--- config.mk ---
export PLATFORM = sky130hd
export DESIGN_NAME = muldiv_unit
export DESIGN_NICKNAME = d
export VERILOG_FILES = /design/src/rtl/pipeline_pkg.sv /design/src/rtl/muldiv_step.sv /design/src/rtl/muldiv_unit.sv
export SDC_FILE = /design/constraint.sdc
export NUM_CORES = 1
export LEC_CHECK = 0
export ABC_AREA = 1
export CAP_MARGIN = 25
export CORE_AREA = 2 2 193 195
export DETAILED_ROUTE_END_ITERATION = 7
export DIE_AREA = 0 0 195 197
export MAX_ROUTING_LAYER = met4
export PLACE_DENSITY = 0.7
export SETUP_SLACK_MARGIN = 0.4
export SYNTH_ARGS = -nofsm -noshare
export SYNTH_HDL_FRONTEND = slang
export SYNTH_SLANG_ARGS = --single-unit
--- constraint.sdc ---
create_clock -name clk -period 3.45 [get_ports clk]
set_input_delay 0.8625 -clock clk [delete_from_list [all_inputs] [get_ports clk]]
set_output_delay 0.8625 -clock clk [all_outputs]
set_load 0.01 [all_outputs]
--- src/rtl/pipeline_pkg.sv ---
// Shared execute-stage definitions: mult/div op codes
// and the iterative multiply/divide FSM state type.
package pipeline_pkg;

  localparam logic [1:0] MD_MULTU = 2'b00;
  localparam logic [1:0] MD_MULT  = 2'b01;
  localparam logic [1:0] MD_DIVU  = 2'b10;
  localparam logic [1:0] MD_DIV   = 2'b11;

  typedef enum logic [1:0] {
    IDLE,
    RUN,
    FIXUP
  } md_state_t;

endpackage

--- src/rtl/muldiv_step.sv ---
// One radix-2 iteration: shift-add multiply or
// restoring-subtract divide on unsigned magnitudes.
module muldiv_step #(
  parameter int WIDTH = 32
) (
  input  logic             is_div,
  input  logic [WIDTH:0]   acc,
  input  logic [WIDTH-1:0] q,
  input  logic [WIDTH-1:0] b,
  output logic [WIDTH:0]   acc_n,
  output logic [WIDTH-1:0] q_n
);

  logic [WIDTH:0] sum;
  logic [WIDTH:0] sh;
  logic [WIDTH:0] diff;

  always_comb begin
    sum  = {1'b0, acc[WIDTH-1:0]}
         + {1'b0, (q[0] ? b : '0)};
    sh   = {acc[WIDTH-1:0], q[WIDTH-1]};
    diff = sh - {1'b0, b};
    acc_n = '0;
    q_n   = '0;
    if (is_div) begin
      // diff[WIDTH] is the borrow: set means restore
      if (!diff[WIDTH]) begin
        acc_n = diff;
        q_n   = {q[WIDTH-2:0], 1'b1};
      end else begin
        acc_n = sh;
        q_n   = {q[WIDTH-2:0], 1'b0};
      end
    end else begin
      acc_n = {1'b0, sum[WIDTH:1]};
      q_n   = {sum[0], q[WIDTH-1:1]};
    end
  end

endmodule

--- src/rtl/muldiv_unit.sv ---
// Iterative multiply/divide unit with HI/LO, mthi/mtlo
// write ports and squash support for the execute stage.
module muldiv_unit
  import pipeline_pkg::*;
#(
  parameter int WIDTH = 32
) (
  input  logic             clk,
  input  logic             reset,
  input  logic             start,
  input  logic [1:0]       op,
  input  logic [WIDTH-1:0] src_a,
  input  logic [WIDTH-1:0] src_b,
  input  logic             flush,
  input  logic             wr_hi,
  input  logic             wr_lo,
  input  logic [WIDTH-1:0] wr_data,
  output logic             busy,
  output logic             done,
  output logic             div_by_zero,
  output logic [WIDTH-1:0] hi,
  output logic [WIDTH-1:0] lo
);

  localparam int CW = $clog2(WIDTH + 1);

  md_state_t        state;
  logic [CW-1:0]    count;
  logic [WIDTH:0]   acc;
  logic [WIDTH-1:0] q;
  logic [WIDTH-1:0] b_mag;
  logic             is_div;
  logic             neg_q;
  logic             neg_r;
  logic             div0;

  logic             a_neg;
  logic             b_neg;
  logic [WIDTH-1:0] a_abs;
  logic [WIDTH-1:0] b_abs;
  logic [WIDTH:0]   acc_n;
  logic [WIDTH-1:0] q_n;

  logic [2*WIDTH-1:0] prod;
  logic [2*WIDTH-1:0] prod_f;
  logic [WIDTH-1:0]   quot;
  logic [WIDTH-1:0]   rem;

  assign busy = (state != IDLE);

  always_comb begin
    a_neg = op[0] & src_a[WIDTH-1];
    b_neg = op[0] & src_b[WIDTH-1];
    a_abs = a_neg ? -src_a : src_a;
    b_abs = b_neg ? -src_b : src_b;
  end

  always_comb begin
    prod   = {acc[WIDTH-1:0], q};
    prod_f = neg_q ? -prod : prod;
    quot   = neg_q ? -q : q;
    rem    = neg_r ? -acc[WIDTH-1:0]
                   : acc[WIDTH-1:0];
    if (div0) quot = '1;
  end

  muldiv_step #(.WIDTH(WIDTH)) u_step (
    .is_div (is_div),
    .acc    (acc),
    .q      (q),
    .b      (b_mag),
    .acc_n  (acc_n),
    .q_n    (q_n)
  );

  always_ff @(posedge clk or negedge reset) begin
    if (!reset) begin
      state       <= IDLE;
      count       <= '0;
      acc         <= '0;
      q           <= '0;
      b_mag       <= '0;
      is_div      <= 1'b0;
      neg_q       <= 1'b0;
      neg_r       <= 1'b0;
      div0        <= 1'b0;
      done        <= 1'b0;
      div_by_zero <= 1'b0;
      hi          <= '0;
      lo          <= '0;
    end else begin
      done        <= 1'b0;
      div_by_zero <= 1'b0;
      unique case (state)
        IDLE: begin
          if (wr_hi) hi <= wr_data;
          if (wr_lo) lo <= wr_data;
          if (start && !flush) begin
            state  <= RUN;
            count  <= '0;
            acc    <= '0;
            q      <= a_abs;
            b_mag  <= b_abs;
            is_div <= op[1];
            neg_q  <= a_neg ^ b_neg;
            neg_r  <= a_neg;
            div0   <= op[1] & (src_b == '0);
          end
        end
        RUN: begin
          if (flush) begin
            state <= IDLE;
          end else begin
            acc   <= acc_n;
            q     <= q_n;
            count <= count + 1'b1;
            if (count == CW'(WIDTH - 1))
              state <= FIXUP;
          end
        end
        FIXUP: begin
          state <= IDLE;
          if (!flush) begin
            done <= 1'b1;
            if (is_div) begin
              hi          <= rem;
              lo          <= quot;
              div_by_zero <= div0;
            end else begin
              hi <= prod_f[2*WIDTH-1:WIDTH];
              lo <= prod_f[WIDTH-1:0];
            end
          end
        end
        default: state <= IDLE;
      endcase
    end
  end

endmodule

==> flow_summary.yaml <==
run_status:
  status: "complete, no violations"
sta:
  max_freq_mhz: 340.4
  worst_pin_slew_ns: 0.8232
  finalCriticalPeriod_ns: 2.938
  maxSlewViolCount: 0
  finalHoldViolCount: 0
  slew_headroom_pct: 44.61
  skew_ns: 0.01657
  finalSetupTns_ns: 0
  rsz0062_at_grt: "false"
  setup_viol: 0
  period_share_pct: 85.16
logic_synthesis:
  ys_ff_latch: 174
  avgSynthCellArea_um2: 5.737
  synth-edff-count: 0
  ys_types: 49
  yosysWarnings: 0
  synthesis.area_um2: 17870
  synth_fp_nets: 3290
  syn_inst: 3115
  synth_most_common_cell: "nand2_1"
  yosys-top-cells-count: "952 x nand2_1, 477 x inv_1, 398 x nor2_1"
  ys_top_cells_by_area: "dfrtp_1 24%, nand2_1 20%, inv_1 10%"
  netlist.area_leader.share_pct: 24.36
  synth_seq_area_share_pct: 24.36
  yosysTopAreaCell: "dfrtp_1"
  async_reset_ff_share_pct: 100.0
  synth_ff_type: "dfrtp_1"
job:
  maxCapViolCount: 0
final_layout:
  post-route-cell-area_um2: 21090
  drive_gt1_share_pct: 5.354
  area_growth_syn_to_layout_pct: 18.01
  nNetsFinal: 3468
  fill_cells: 3722
critical_path:
  cp_cell_sequence: "nor2_1, inv_1, clkdlybuf4s50_1"
  cp_max_fo: 3
  required_ns: 2.59
  critPathTopFamily: "buffers and inverters"
  worst_path_max_delay_cell: "clkdlybuf4s50_1"
  critPathLaunchType: "flop"
  end_kind: "output port"
  crit_path_max_incr_delay_ns: 0.58
  crit_type: "flop to output port"
  cp_data_arrival_time_ns: 2.08
  critPathBufInv: 2
drt:
  vias: 21590
  first_pass_iters: 6
  drc: 0
  wl_per_cell_um: 20.60
  ant_nets: 0
  drt_wl_total_um: 77760
  drtIter0Drc: 2551
  vias_per_cell: 5.718
clocking:
  cts_tree: "done"
  root_buffer: "clkbuf_16"
  clk_latency_ns: 0.48
  cts_buffer_depth: 2
  cts_inserted_buffers: 17
  cts_sinks: 174
  ctsHoldBuffers: 0
  cts.clk_slew.worst_paths_ns: 0.08
  h-tree-depth: 4
floorplan:
  start_util_pct: 49.29
  rows: 70
  die_w_um: 195
  coreArea_um2: 36260
  die-area_um2: 38420
  io_pins: 171
  dieHeight_um: 197
placed_design:
  gp_congestion: 1.054
  placedInstanceArea_um2: 20370
  detailed_place_hpwl_um: 63080
  numPortBuffers: 170
min_path:
  hp-class: "primary input to asynchronous set/reset pin"
pwr:
  max-vdd-ir-drop_mv: 0.4199
  p_leak_uw: 0.01106
  power_density_nw_per_um2: 726.3
global_route:
  antenna_found_initial: 1
  grt_pass1_vias: 20330
  grt_max_degree: 81
  overflow: 0
  gr-usage-all-layers_pct: 41.26
  grt_pass1_wl_um: 116300
where the power goes:
group          internal, uW  total (uW)  switching, uW
Sequential             2520        3170            655
Clock                   999        2040           1050
Combinational          3280       10100           6820
Total                  6800       15300           8520
metrics by stage:
| step | util, % | total power (uW) | cells | worst slack, ns | hold slack [ns] |
|---|---|---|---|---|---|
| 5_1_grt | 58.16 | 16320 | 3775 | 0.4323 | 0.4056 |
| 4_1_cts | 57.89 | 14850 | 3764 | 0.4204 | 0.3735 |
| 3_5_place_dp | 56.18 | 12770 | 3732 | 0.2659 | 0.4799 |
| 6_report | 58.16 | 15320 | 3775 | 0.5121 | 0.3713 |
| 2_1_floorplan | - | 9110 | 3115 | 0.9305 | 0.4467 |
| 3_3_place_gp | 56.18 | 12680 | 3732 | 0.2961 | 0.4750 |
state kept, by name, indices dropped and copies added (netlist names):
register and count:
div0 1, q 32, count 6, state 2, b_mag 32, is_div 1
div_by_zero 1, acc 32, neg_q 1, done 1, hi 32, neg_r 1
lo 32
path summary, 6_finish.rpt:
check	from	to	slack, ns	cells after the start
setup / recovery	state[0]	busy	0.51	3
hold / removal	reset	hi[26]	0.37	1
setup reg to reg	q[31]	acc[27]	0.52	18
max in group asynchronous	reset	q[2]	2.30	2
hold reg to reg	lo[20]	lo[20]	0.50	2
min in group clk	lo[20]	lo[20]	0.50	2
cells in the final DEF (no fill, tap or decap), types with 5 or more instances in the layout:
| cell type | instances |
|---|---|
| nand3b_1 | 15 |
| o21bai_1 | 7 |
| dfrtp_1 | 170 |
| nor3_1 | 28 |
| nand2_2 | 14 |
| xor2_1 | 48 |
| inv_2 | 10 |
| nand2_1 | 952 |
| buf_4 | 77 |
| clkdlybuf4s50_1 | 169 |
| xnor2_1 | 16 |
| a31oi_1 | 15 |
| a21o_1 | 6 |
| a21oi_1 | 211 |
| o21ai_1 | 10 |
| nor2_1 | 396 |
| nand3_1 | 284 |
| nor4_1 | 7 |
| inv_1 | 476 |
| clkbuf_16 | 17 |
| buf_12 | 5 |
| nand4_1 | 41 |
| nor2_2 | 9 |
| ha_1 | 68 |
| a22oi_1 | 12 |
| inv_8 | 5 |
| o21ai_0 | 165 |
| o211ai_1 | 12 |
what timing repair did:
action                                  in CTS  in global routing
setup buffers                                0                  9
cloned                                       0                  1
pin swaps                                    0                  1
hold endpoints to repair                     0                  0
gates resized for setup                      4                  8
endpoints found under the setup margin      31                 36
cell type report:
type | instances | area [um^2] | share of cell area [%]
inverter | 487 | 1832 | 8.686
sequential | 174 | 4359 | 20.67
clock inverter | 14 | 165.2 | 0.7831
timing repair buffer | 253 | 2392 | 11.34
tap | 468 | 585.6 | 2.777
clock buffer | 18 | 439.2 | 2.082
multi-input combinational | 2360 | 11310 | 53.65
antenna | 1 | 2.502 | 0.01187
per-layer routing:
metal	wire length, um	vias to the layer above	GRT usage, %
met3	7166	254	7.478
met2	35200	1194	65.91
met4	5569	0	26.18
met1	29830	9892	48.18
li1	-	10250	-
met5	0	-	-
logic make-up after synthesis:
group / Yosys count / synth area share [%]
flip-flops: 174 / 24.36
AND/OR/NAND/NOR: 1767 / 41.13
adder cells (fa/ha/maj): 71 / 5.055
XOR/XNOR: 64 / 3.137
AO/OA/AOI/OAI: 457 / 13.75
buffers and inverters: 582 / 12.56
Power figures use the tool's default switching activity.
